$ cat config.mk
export PLATFORM = sky130hd
export DESIGN_NAME = pipeline_ctrl
export DESIGN_NICKNAME = d
export VERILOG_FILES = /design/src/rtl/pipeline_ctrl.sv
export SDC_FILE = /design/constraint.sdc
export NUM_CORES = 1
export LEC_CHECK = 0
export BUFFER_PORTS_ARGS = -buffer_cell sky130_fd_sc_hd__buf_2
export CELL_PAD_IN_SITES_DETAIL_PLACEMENT = 1
export CELL_PAD_IN_SITES_GLOBAL_PLACEMENT = 2
export CORE_MARGIN = 2
export CORE_UTILIZATION = 27
export DETAILED_ROUTE_END_ITERATION = 10
export HOLD_SLACK_MARGIN = 0.08
export PLACE_DENSITY_LB_ADDON = 0.1
export SLEW_MARGIN = 10
export SYNTH_ARGS = -nofsm -noshare
export SYNTH_HDL_FRONTEND = slang
export SYNTH_SLANG_ARGS = --single-unit
$ cat constraint.sdc
create_clock -name clk -period 4.2 [get_ports clk]
set_input_delay 0.21 -clock clk [delete_from_list [all_inputs] [get_ports clk]]
set_output_delay 0.21 -clock clk [all_outputs]
set_load 0.1 [all_outputs]
$ cat src/rtl/pipeline_ctrl.sv
// Pipeline hazard controller: stall/flush chain, multi-cycle divide hold and
// precise-exception redirect that waits for an outstanding fetch.
module pipeline_ctrl #(
  parameter int unsigned DIV_CYCLES = 33
) (
  input  logic       clk,
  input  logic       resetn,
  input  logic       if_busy,
  input  logic       mem_busy,
  input  logic       div_start,
  input  logic       ex_load,
  input  logic       ex_wreg,
  input  logic [4:0] ex_rt,
  input  logic [4:0] id_rs,
  input  logic [4:0] id_rt,
  input  logic       id_use_rs,
  input  logic       id_use_rt,
  input  logic       exc_valid,
  output logic       stall_f,
  output logic       stall_d,
  output logic       stall_e,
  output logic       stall_m,
  output logic       flush_d,
  output logic       flush_e,
  output logic       flush_m,
  output logic       flush_w,
  output logic       exc_redirect,
  output logic       div_busy,
  output logic       div_abort
);

  typedef enum logic [1:0] {RUN, DIV, EXC_WAIT} state_e;

  localparam logic [5:0] DIV_LOAD = 6'(DIV_CYCLES - 1);

  state_e     state_q, state_d;
  logic [5:0] cnt_q, cnt_d;

  logic load_use, exc_take;
  logic sf, sd, se, sm, fd, fe, fm, fw, redir, busy, abort;

  assign load_use = ex_load & ex_wreg & (ex_rt != 5'd0) &
                    ((id_use_rs & (id_rs == ex_rt)) | (id_use_rt & (id_rt == ex_rt)));

  always_comb begin
    state_d  = state_q;
    cnt_d    = cnt_q;
    exc_take = 1'b0;
    busy     = 1'b0;
    abort    = 1'b0;
    redir    = 1'b0;
    sf = 1'b0; sd = 1'b0; se = 1'b0; sm = 1'b0;
    fd = 1'b0; fe = 1'b0; fm = 1'b0; fw = 1'b0;
    case (state_q)
      EXC_WAIT: begin
        // Hold fetch and keep ID empty until the vector fetch can be issued.
        sf = 1'b1;
        fd = 1'b1;
        if (!if_busy) begin
          redir   = 1'b1;
          state_d = RUN;
        end
      end
      default: begin
        exc_take = exc_valid & ~mem_busy;
        busy     = (state_q == DIV) | (div_start & ~exc_take);
        sm = mem_busy;
        se = sm | busy;
        sd = se | load_use;
        sf = sd | if_busy;
        fw = sm;
        fm = se & ~sm;
        fe = sd & ~se;
        fd = sf & ~sd;
        if (exc_take) begin
          {fd, fe, fm, fw} = 4'b1111;
          redir   = ~if_busy;
          abort   = (state_q == DIV) | div_start;
          state_d = if_busy ? EXC_WAIT : RUN;
          cnt_d   = 6'd0;
        end else if (state_q == DIV) begin
          // The start cycle was the first busy cycle, so DIV lasts DIV_CYCLES-1.
          if (cnt_q <= 6'd1) begin
            state_d = RUN;
            cnt_d   = 6'd0;
          end else begin
            cnt_d = cnt_q - 6'd1;
          end
        end else if (div_start) begin
          state_d = DIV;
          cnt_d   = DIV_LOAD;
        end
      end
    endcase
  end

  always_ff @(posedge clk or negedge resetn) begin
    if (!resetn) begin
      state_q <= RUN;
      cnt_q   <= 6'd0;
    end else begin
      state_q <= state_d;
      cnt_q   <= cnt_d;
    end
  end

  // Outputs are gated by reset so they drop the moment resetn falls.
  assign stall_f      = resetn & sf;
  assign stall_d      = resetn & sd;
  assign stall_e      = resetn & se;
  assign stall_m      = resetn & sm;
  assign flush_d      = resetn & fd;
  assign flush_e      = resetn & fe;
  assign flush_m      = resetn & fm;
  assign flush_w      = resetn & fw;
  assign exc_redirect = resetn & redir;
  assign div_busy     = resetn & busy;
  assign div_abort    = resetn & abort;

endmodule

# ---- Yosys cells after proc, flatten, opt, wreduce, memory -nomap -nowiden
# Index checks and enable logic that the tools add are counted.
dict set report op_classes {
  n_addsub 1
  magnitude_cmp 1
  eq_ne 6
  muxes 29
  bitwise 33
  reduce_logical 5
}
# cell n
set ops {}
lappend ops {{2-to-1 mux 6 bit} 4}
lappend ops {{bitwise AND 1 bit} 21}
lappend ops {{2-to-1 mux 1 bit} 18}
lappend ops {{2-to-1 mux 2 bit} 7}
lappend ops {{== test 5 bit} 2}
lappend ops {{<= comparator 6 x 1 -> 1 bit, second input constant} 1}
lappend ops {{NOT 1 bit} 6}
lappend ops {{bitwise OR 1 bit} 6}
lappend ops {{subtractor 6 x 1 -> 6 bit, second input constant} 1}
lappend ops {{nonzero test 5 bit} 1}
lappend ops {{inequality test 4 x 2 -> 1 bit, second input constant} 1}
lappend ops {{nonzero test 4 bit} 1}
lappend ops {{AND reduction 3 bit} 1}
lappend ops {{nonzero test 3 bit} 1}
lappend ops {{== test 2 x 1 -> 1 bit, second input constant} 1}
lappend ops {{== test 2 bit, second input constant} 1}
lappend ops {{inequality test 2 bit, second input constant} 1}
lappend ops {{AND reduction 2 bit} 1}
dict set report word_totals {
  register_bits 8
  output_inout_bits 11
  wordCells 77
}

# ---- Depth between registers and ports, before layout
dict set report logic_depth {
  ltp_word 12
  depth_mapped 7
  mapped_depth_nobuf 6
}

# ---- Worst setup path after synthesis
# OpenSTA, ideal clock, no wires.
dict set report synth_timing {
  kind {register to output}
  start {register state_q[0]}
  end {output exc_redirect}
  arrival_time_ns 3.263
  path_slack_ns 0.727
  stages_incl_launch_ff 6
  n_path_buf 1
  cell_sequence {dfrtp_1 -> inv_1 -> ha_1 -> clkbuf_1 -> nor2_1 -> nor3b_1}
}
dict set report synth_between {
  elab_chain_len 3
}
# item line
set synth_lines {}
lappend synth_lines {{from (decl)} 36} ;# state_e state_q, state_d;
lappend synth_lines {{from (signal assigned)} 102} ;# state_q <= state_d;
lappend synth_lines {{== test 2 bit} 54} ;# case (state_q)
lappend synth_lines {{2-to-1 mux 1 bit} 54}
lappend synth_lines {{bitwise AND 1 bit} 116} ;# assign exc_redirect = resetn & redir;
lappend synth_lines {{to (decl)} 27} ;# output logic exc_redirect,
# Every way passes these cells.

# ---- Final worst setup path
dict set report layout_timing {
  start {register state_q[1]}
  end {output flush_e}
}
dict set report layout_between {
  elab_chain_len 8
  elab_cells_between_ends 10
  classes_between {eq/ne (2); mux (2); bitwise (6)}
}
# item line
set layout_lines {}
lappend layout_lines {{== test 2 x 1 -> 1 bit} 66} ;# busy = (state_q == DIV) | (div_start & ~exc_take);
lappend layout_lines {{bitwise OR 1 bit} 66}
lappend layout_lines {{bitwise OR 1 bit} 68} ;# se = sm | busy;
lappend layout_lines {{bitwise OR 1 bit or NOT 1 bit (tied branches)} {69, 73}}
lappend layout_lines {{bitwise AND 1 bit} 73} ;# fe = sd & ~se;
lappend layout_lines {{2-to-1 mux 1 bit} 75} ;# if (exc_take) begin
lappend layout_lines {{2-to-1 mux 1 bit *} 54}
lappend layout_lines {{bitwise AND 1 bit *} 113} ;# assign flush_e = resetn & fe;
lappend layout_lines {{to (decl)} 24} ;# output logic flush_e,
# Every way passes the cells marked *; elsewhere a longest branch is shown, timed or not.

==> key figures <==
Run status
  • Outcome: completed

Job
  • Maximum capacitance violations: 0

Yosys
  • Number of synthesized flops with an enable pin: 0
  • Cell taking the most area after synthesis: dfrtp_1
  • Synth Area per Inst: 8.07 um^2
  • Synth Flop Type: dfrtp_1
  • Yosys reg bits: 8
  • YS warnings: 0
  • Share of the synthesized area in the top cell type: 23.8%
  • Post-synthesis sequential area ratio: 23.8%
  • Netlist cell types: 41
  • Area contributors post-synth: dfrtp_1 24%, xor2_1 8.3%, ha_1 6.0%
  • Mapped cell area: 840 um^2
  • Commonest cells in the netlist: 11 x nor2_1, 8 x dfrtp_1, 8 x inv_1, 8 x nand2_1, 8 x xor2_1
  • Count leader, synth: nor2_1
  • Mapped Cells: 104
  • Syn_nets: about 130
  • Asr flop ratio synth: 100%

Critical path
  • Kind of critical path: flop to output port
  • Worst path arrival time: 2130 ps
  • Slowest cell on crit path: a211oi_1
  • Worst setup SP type: flop
  • Worst path top cell family by delay: compound AO/OA/AOI/OAI gates
  • Critical path, cell by cell: inv_1 > ha_1 > a211oi_1 > nand3_1 > o22ai_1 > buf_2
  • Worst R2R Setup Slack: 2430 ps
  • Critical Path RT: 3990 ps
  • Crit-path max cell delay: about 450 ps
  • CP Capture Type: output port
  • Critical-path maximum fanout: 8
  • Worst path bufs/invs: 2

Drt
  • Initial DRT Pass Iterations: 3
  • Post-route ant nets: 0
  • Iteration-0 DRC Markers: 23
  • Via/cell ratio: 5.20
  • Wire length per cell: 14.4 um
  • Post-Route WL: about 2.5 mm
  • DR DRC count: 0
  • Vias: 899

STA
  • Count of final setup violators: 0
  • Final hold violation count: 0
  • Final Critical Period: 2340 ps
  • Fin Clk Skew: 1.24 ps
  • Final worst-path cycle share: 55.8%
  • Max Clk Rate: 427 MHz
  • Unrepaired setup endpoints after global routing: false
  • Worst slew margin: approximately 64%
  • Fin worst setup slack: 1860 ps
  • Worst Tran Pin Value: between 500 and 600 ps
  • Setup TNS: 0 ps
  • Final Slew Violations: 0

Hold path
  • Hold Path Class: input port to flop

GRT
  • Total grt overflow: 0
  • All-Layer GR Usage: 15.2%
  • First-pass GRT wire length: 4.15 mm
  • Largest net degree at the start of global routing: 17
  • Vias in the first global route: 885
  • Initial antenna violation count: 0

Clocking
  • Clock Tree Buf Depth: 2
  • Post-CTS setup buffer count: 0
  • H-tree levels: 1
  • CTS Buf Count: 3
  • Worst-path clk slew: 50 ps
  • Clock tree sinks: 8
  • CTS tree: done
  • Clk_lat worst skew: 250 ps
  • CTS root buffer: clkbuf_4

Place
  • Pre-CTS WS: 2120 ps
  • I/O Buffers: 35
  • Dpl hpwl: 2.02 mm
  • Placer congestion estimate: roughly 0.75

Floorplanning
  • Initial Util: 28.0%
  • Die Wd: 59.8 um
  • Chip height: 59.8 um
  • Die ar.: 3570 um^2
  • Row cnt: 20
  • Core area: 3000 um^2
  • # IOs: 36

Final layout
  • Ant. Diodes: 0
  • Fin nets: 171
  • Area Growth Syn to Fin: 27.7%
  • Share of cells above drive strength 1: 30.0%

Power and ir drop
  • Leak Pwr: approximately 0.51 nW
  • Worst vdd ir: between 150 and 200 uV
  • Pwr dens: slightly below 600 nW/um^2
==> what timing repair did <==
item                       in CTS  in global routing
hold endpoints to repair        8                  0
setup endpoints to repair       0                  0
hold buffers                    1                  0
resized for setup               0                  0
==> layer usage <==
metal | GRT usage [%] | part of all wire (%)
met4 | 4.76 | 0.92
met3 | 2.16 | 4.8
met2 | 23.3 | 44
met1 | 22.0 | 51
met5 | 0 | 0
==> cells in the final DEF (no fill, tap or decap), types with 3 or more instances in the layout <==
cell      instances
buf_2            35
nor2_1           11
inv_1             8
xor2_1            8
nand2_1           8
dfrtp_1           8
xnor2_1           5
o21ai_1           4
a211oi_1          4
ha_1              4
o21ai_0           3
nor2b_1           3
nor3_1            3
clkbuf_4          3
==> power by group <==
part | switching [W] | leakage (nW) | internal (W)
registers | 0.0000309 | 0.102 | 0.000108
logic | 0.000286 | 0.397 | 0.000141
clock network | 0.0000269 | 0.0138 | 0.0000328
==> through the flow <==
| step | hold WS (ps) | cell area (um^2) | instances | utilization, % | power (W) |
|---|---|---|---|---|---|
| final | 288 | 1070 | 173 | 35.7 | 0.000626 |
| after global routing | 289 | 1070 | 173 | 35.7 | 0.000679 |
| after CTS | 275 | 1070 | 173 | 35.7 | 0.000633 |
| after detailed placement | 119 | 1040 | 169 | 34.6 | 0.000569 |
| after global placement | 117 | 1040 | 169 | 34.6 | 0.000566 |
| after floorplan | -85.6 | 840 | 104 | - | 0.000483 |
==> path summary, 6_finish.rpt <==
kind	startpoint	endpoint	depth (start not counted)
setup reg to reg	cnt_q[0]	state_q[1]	6
hold / removal	if_busy	state_q[1]	2
setup / recovery	state_q[1]	flush_e	6
max in group asynchronous	resetn	cnt_q[3]	2
hold reg to reg	state_q[0]	state_q[0]	1
min in group asynchronous	resetn	state_q[1]	2
==> cell type report <==
| type | count | area [um^2] |
|---|---|---|
| Sequential cell | 8 | 200 |
| Timing Repair Buffer | 36 | 185 |
| Multi-Input combinational cell | 85 | 593 |
| Clock buffer | 3 | 22.5 |
| Tap cell | 33 | 41.3 |
| Fill cell | 379 | 1930 |
| Inverter | 8 | 30.0 |
==> registers in the layout, indices dropped and copies added (netlist names) <==
signal and flops:
state_q 2, cnt_q 6
==> cell families after synthesis <==
kind of cell               share of synthesized area [%]
buffers and inverters                               5.51
adders and majority gates                           5.96
AOI/OAI and AO/OA                                   29.5
DFF                                                 23.8
and+or+nand+nor                                     21.6
xor gates and xnor gates                            13.6
Note: power is estimated with default switching activity, not from simulation.
